==> src/rtl/mac_dot_sequencer.sv <==
// mac_dot_sequencer: feeds one LEN-element activation/weight vector pair to a
// single-lane MAC one element at a time, chaining each MAC result back in as
// the next psum operand, and returns the finished dot product over valid/ready.
// psum persists between vectors so successive vectors can keep accumulating.

module mac_dot_sequencer #(
    parameter int unsigned bw      = 4,
    parameter int unsigned psum_bw = 16,
    parameter int unsigned LEN     = 4,
    parameter int unsigned MAC_LAT = 1
) (
    input  logic                  clk,
    input  logic                  reset_n,
    input  logic                  in_valid,
    output logic                  in_ready,
    input  logic                  in_clear,
    input  logic [LEN*bw-1:0]     in_x,
    input  logic [LEN*bw-1:0]     in_w,
    output logic [bw-1:0]         mac_a,
    output logic [bw-1:0]         mac_b,
    output logic [psum_bw-1:0]    mac_c,
    input  logic [psum_bw-1:0]    mac_out,
    output logic                  out_valid,
    input  logic                  out_ready,
    output logic [psum_bw-1:0]    out_psum
);

    localparam int unsigned KW       = (LEN > 1) ? $clog2(LEN) : 1;
    localparam int unsigned CW       = (MAC_LAT > 1) ? $clog2(MAC_LAT) : 1;
    // Guarded so the WAIT compare still elaborates when MAC_LAT is 0
    localparam int unsigned LAT_LAST = (MAC_LAT > 0) ? MAC_LAT - 1 : 0;
    localparam int unsigned K_LAST   = LEN - 1;

    typedef enum logic [1:0] {StIdle, StIssue, StWait, StDone} state_e;

    state_e               state_q, state_d;
    logic [KW-1:0]        k_q, k_d;
    logic [CW-1:0]        cnt_q, cnt_d;
    logic [psum_bw-1:0]   psum_q, psum_d;
    logic [bw-1:0]        x_q [LEN];
    logic [bw-1:0]        x_d [LEN];
    logic [bw-1:0]        w_q [LEN];
    logic [bw-1:0]        w_d [LEN];
    logic                 advance;

    // Next-state, datapath capture and output decode
    always_comb begin
        state_d   = state_q;
        k_d       = k_q;
        cnt_d     = cnt_q;
        psum_d    = psum_q;
        x_d       = x_q;
        w_d       = w_q;
        advance   = 1'b0;
        in_ready  = 1'b0;
        out_valid = 1'b0;
        mac_a     = '0;
        mac_b     = '0;
        mac_c     = psum_q;
        out_psum  = psum_q;

        unique case (state_q)
            StIdle: begin
                in_ready = 1'b1;
                if (in_valid) begin
                    for (int i = 0; i < int'(LEN); i++) begin
                        x_d[i] = in_x[i*bw +: bw];
                        w_d[i] = in_w[i*bw +: bw];
                    end
                    if (in_clear) begin
                        psum_d = '0;
                    end
                    k_d     = '0;
                    state_d = StIssue;
                end
            end
            StIssue: begin
                mac_a = x_q[k_q];
                mac_b = w_q[k_q];
                cnt_d = '0;
                if (MAC_LAT == 0) begin
                    // Combinational MAC: result is already valid this cycle
                    psum_d  = mac_out;
                    advance = 1'b1;
                end else begin
                    state_d = StWait;
                end
            end
            StWait: begin
                mac_a = x_q[k_q];
                mac_b = w_q[k_q];
                cnt_d = cnt_q + 1'b1;
                if (cnt_q == CW'(LAT_LAST)) begin
                    psum_d  = mac_out;
                    advance = 1'b1;
                end
            end
            StDone: begin
                out_valid = 1'b1;
                if (out_ready) begin
                    state_d = StIdle;
                end
            end
            default: begin
                state_d = StIdle;
            end
        endcase

        // Element finished: move to the next one or hand the result out
        if (advance) begin
            if (k_q == KW'(K_LAST)) begin
                state_d = StDone;
            end else begin
                k_d     = k_q + 1'b1;
                state_d = StIssue;
            end
        end
    end

    // State and datapath registers with synchronous active-low reset
    always_ff @(posedge clk) begin
        if (!reset_n) begin
            state_q <= StIdle;
            k_q     <= '0;
            cnt_q   <= '0;
            psum_q  <= '0;
            for (int i = 0; i < int'(LEN); i++) begin
                x_q[i] <= '0;
                w_q[i] <= '0;
            end
        end else begin
            state_q <= state_d;
            k_q     <= k_d;
            cnt_q   <= cnt_d;
            psum_q  <= psum_d;
            for (int i = 0; i < int'(LEN); i++) begin
                x_q[i] <= x_d[i];
                w_q[i] <= w_d[i];
            end
        end
    end

endmodule

==> config.mk <==
export PLATFORM = sky130hd
export DESIGN_NAME = mac_dot_sequencer
export DESIGN_NICKNAME = d
export VERILOG_FILES = /design/src/rtl/mac_dot_sequencer.sv
export SDC_FILE = /design/constraint.sdc
export NUM_CORES = 1
export LEC_CHECK = 0
export BUFFER_PORTS_ARGS = -buffer_cell sky130_fd_sc_hd__buf_2
export CORE_ASPECT_RATIO = 1.5
export CORE_MARGIN = 1
export CORE_UTILIZATION = 35
export CTS_CLUSTER_DIAMETER = 40
export CTS_CLUSTER_SIZE = 24
export DETAILED_ROUTE_END_ITERATION = 8
export PLACE_DENSITY = 0.6
export REMOVE_ABC_BUFFERS = 1
export SYNTH_ARGS = -nofsm -noshare
export SYNTH_HDL_FRONTEND = slang
export SYNTH_SLANG_ARGS = --single-unit
==> constraint.sdc <==
create_clock -name clk -period 1.6 [get_ports clk]
set_clock_uncertainty 0.1 [all_clocks]
set_input_delay 0.08 -clock clk [delete_from_list [all_inputs] [get_ports clk]]
set_output_delay 0.08 -clock clk [all_outputs]
set_load 0.02 [all_outputs]
==> results.txt <==
----------------------------------------------------
[Routing]
  Total number of vias ... 2,479
  WL/cell ... 13.07 microns
  Initial DRT Pass Iterations ... 4
  Antenna-violating nets left ... 0
  DRC violations left ... 0
  DRC violation total after the first TritonRoute iteration ... 49
  Sum of routed wire length over all layers ... 6782 microns
  Drt via density ... 4.776

[Setup path]
  FF-to-FF End ... k_q[1]
  Start-to-end type of the worst setup path ... flop to primary output
  Crit-path slowest cell ... mux4_2
  Kind of end point of the critical path ... primary output
  Required time at the worst-slack endpoint ... 1.42 ns
  Critical-path cell list ... buf_12 > mux4_2 > and2_4 > buf_6
  R2r startpoint ... state_q[1]
  Arrival time at the worst endpoint ... 1.60 ns
  Depth of the worst register-to-register path ... 5
  Type of origin of the critical path ... flop
  Reg-to-reg slack, setup ... 0.02 ns
  Critical-path maximum fanout ... 5
  Longest individual stage delay on the worst path ... 0.49 ns
  Crit. Startpoint ... k_q[0]
  Endpoint of the most critical setup path ... mac_a[2]

[Power and ir drop]
  Worst ir drop on vdd ... 0.6012 mV
  Power Dens Cells ... 1342 nW/um^2
  Total power ... 5.370 mW
  Total leakage power ... 1.732 nW

[GRT]
  Met3 usage in global routing ... 3.448%
  GRT overflow ... 0
  Vias in the first global route ... 2,437
  Most crowded layer after global routing ... met2
  Global-route wire length before repair ... 10,730 microns
  Met2 layer usage reported by global route ... 32.94%
  Antenna violations before repair ... 0
  Global Route Usage Sum ... 17.38%
  Met1 demand-to-capacity share in global routing ... 19.20%
  Largest net degree at the start of global routing ... 33

[Cells and area]
  Fraction of final layout cells with drive strength greater than 1 ... 37.47%
  Seq. cell area ... 1070 sq um
  Fill count ... 678
  Area growth syn-to-layout ... 51.23%
  Number of standard cells in the layout, taps in and fillers out ... 519
  Multi-input logic area ... 1444 sq um
  Final layout net count ... 477
  Antenna diode instance count ... 0
  Final standard cell utilization of the core ... 54.99%

[Timing]
  Fmax ... 561.9 MHz
  Final worst setup slack ... -0.1796 ns
  Setup repair after global routing missed its margin ... yes
  Final critical-path required period ... 1.780 ns
  Final Setup Violations ... 8
  Setup TNS ... -1.353 ns
  Relative slew margins ... 70.23%
  Final period util ... 111.2%
  Number of hold violations in the final report ... 0
  Transition time at the pin with the least slew margin ... 0.4465 ns
  Final count of pins violating max slew ... 0

[Synthesis]
  Warnings from Yosys ... 0
  Count of mapped cells out of synthesis ... 287
  Sequential-to-total area share from yosys stat ... 40.11%
  Per-instance average area after synthesis ... 9.216 sq um
  Number of distinct library cell variants in the gate-level netlist after synthesis ... 29
  Synth Cell Area ... 2645 sq um
  Seq cells post-synth ... 53

[Floorplanning]
  Initial cell density of the core ... 36.36%
  Overall die width ... 72.98 microns
  Floorplan Core Area ... 7274 sq um
  Count of pins on the block boundary ... 95
  Std-Cell Rows ... 38
  Vert. Die Dim ... 108.5 microns
  Area of the die ... 7916 sq um

[Outcome]
  Outcome ... finished with violations
  Violations in the final reports ... setup timing

[CTS]
  Worst-case clock buffer depth ... 2
  TritonCTS Buffers ... 5
  H-tree depth ... 2
  Clock Root Buffer ... clkbuf_8
  Worst-Skew Late Latency ... 0.30 ns
  Register clock-pin slew on the reported worst setup and hold paths ... 0.10 ns
  TritonCTS clock tree ... done
  Total clock sinks ... 53

[Placement]
  Routability congestion estimate from global placement ... 0.7916
  Total half-perimeter wirelength after legalization and detailed placement ... 4229 microns
  Placed cells ... 457
  Count of input and output buffers ... 94

[Hold path]
  Worst hold path type ... input port to flop

[Flow run]
  Max-cap check violation count ... 0

----------------------------------------------------
==> layer usage <==
metal | vias to the layer above | routed length (microns)
li1 | 1250 | -
met1 | 1141 | 2945
met2 | 80 | 3491
met3 | 8 | 273
met4 | 0 | 72
met5 | - | 0
==> synth_stat cells <==
library cell | instances | area share [%]
a21bo_2 | 1 | 0.38
a21boi_0 | 29 | 8.2
a21boi_1 | 20 | 5.7
a21boi_2 | 1 | 0.43
a31oi_1 | 1 | 0.24
and2_1 | 11 | 2.6
and3_1 | 1 | 0.24
and3_4 | 1 | 0.43
buf_2 | 10 | 1.9
buf_4 | 17 | 4.8
buf_6 | 1 | 0.43
clkbuf_1 | 11 | 1.6
dfxtp_1 | 53 | 40
ha_1 | 5 | 2.4
inv_1 | 3 | 0.43
mux2i_1 | 1 | 0.38
mux4_2 | 8 | 6.8
nand2_1 | 67 | 9.5
nand2b_1 | 1 | 0.24
nand4b_1 | 16 | 5.3
nor2_1 | 2 | 0.28
nor2_2 | 1 | 0.24
nor2b_1 | 2 | 0.47
nor3_1 | 1 | 0.19
o21a_1 | 2 | 0.57
o31a_1 | 1 | 0.33
o31ai_1 | 18 | 5.1
or3b_1 | 1 | 0.33
or3b_4 | 1 | 0.43
==> how the worst min path moves through the flow <==
| stage | start | to | slack (ns) | cells past startpoint |
|---|---|---|---|---|
| floorplan | reset_n | state_q[1] | 0.1 | 2 |
| global placement | in_w[3] | w_q[15] | 0.23 | 3 |
| detailed placement | in_w[3] | w_q[15] | 0.23 | 3 |
| CTS | reset_n | k_q[0] | 0.11 | 2 |
| global route | reset_n | k_q[0] | 0.13 | 2 |
| finish | reset_n | k_q[0] | 0.12 | 2 |
==> registers in the layout, summed over array words and instances (netlist names) <==
name,cells
mac_c,16
w_q,16
x_q,16
cnt_q,1
k_q,2
state_q,2
==> cells by family after synthesis <==
kind of cell	Yosys count	synth area share [%]
flip-flops	53	40.11
AO/OA/AOI/OAI	73	20.96
AND/OR/NAND/NOR	105	20.25
multiplexers	9	7.190
adder cells (fa/ha/maj)	5	2.365
buffers and inverters	42	9.130
==> cells in the final DEF (no fill, tap or decap), types with 2 or more instances in the layout <==
| cell type | count |
|---|---|
| buf_6 | 11 |
| buf_12 | 4 |
| a21boi_1 | 20 |
| clkbuf_8 | 5 |
| nor2_1 | 2 |
| and3_4 | 2 |
| nand4b_1 | 16 |
| dfxtp_1 | 50 |
| nor2b_4 | 2 |
| buf_4 | 13 |
| ha_1 | 2 |
| o31ai_1 | 18 |
| mux4_2 | 8 |
| ha_4 | 2 |
| o21a_1 | 2 |
| dfxtp_4 | 2 |
| dlygate4sd3_1 | 48 |
| nand2_1 | 66 |
| buf_2 | 86 |
| and2_4 | 9 |
| and2_1 | 2 |
| a21boi_0 | 29 |
==> final cells by class <==
type,count,share of cell area (%)
clock buffer,5,1.720
multi-input combinational,193,36.10
timing repair buffer,163,31.00
sequential,53,26.74
tap,100,3.128
inverter,3,0.3441
clock inverter,2,0.9697
==> worst max-delay path: cells and delay by family, from the launching register on <==
| kind | cells | cell delay [ns] |
|---|---|---|
| buffers and inverters | 2 | 0.25 |
| and+or+nand+nor | 1 | 0.15 |
| DFF | 1 | 0.40 |
| muxes | 1 | 0.49 |
==> through the flow <==
step / hold slack [ns] / setup WS [ns] / cell area, sq um
3_5_place_dp: 0.2310 / -0.09891 / 3161
5_1_grt: 0.1289 / -0.2584 / 4000
2_1_floorplan: 0.09617 / -0.4165 / 2415
4_1_cts: 0.1102 / -0.2072 / 3914
6_report: 0.1180 / -0.1796 / 4000
3_3_place_gp: 0.2281 / -0.03434 / 3161
==> where the power goes <==
part	switching (mW)	internal (mW)
clock network	0.440	0.464
logic	1.44	1.34
registers	0.135	1.56
==> repair_timing <==
action,in CTS,in global routing
hold buffers,48,0
endpoints found under the setup margin,37,42
pin swaps,11,5
gates cloned,1,1
setup buffers,2,3
resized for setup,40,12
endpoints found under the hold margin,48,0
No activity file was read; power rests on OpenSTA's default activity.
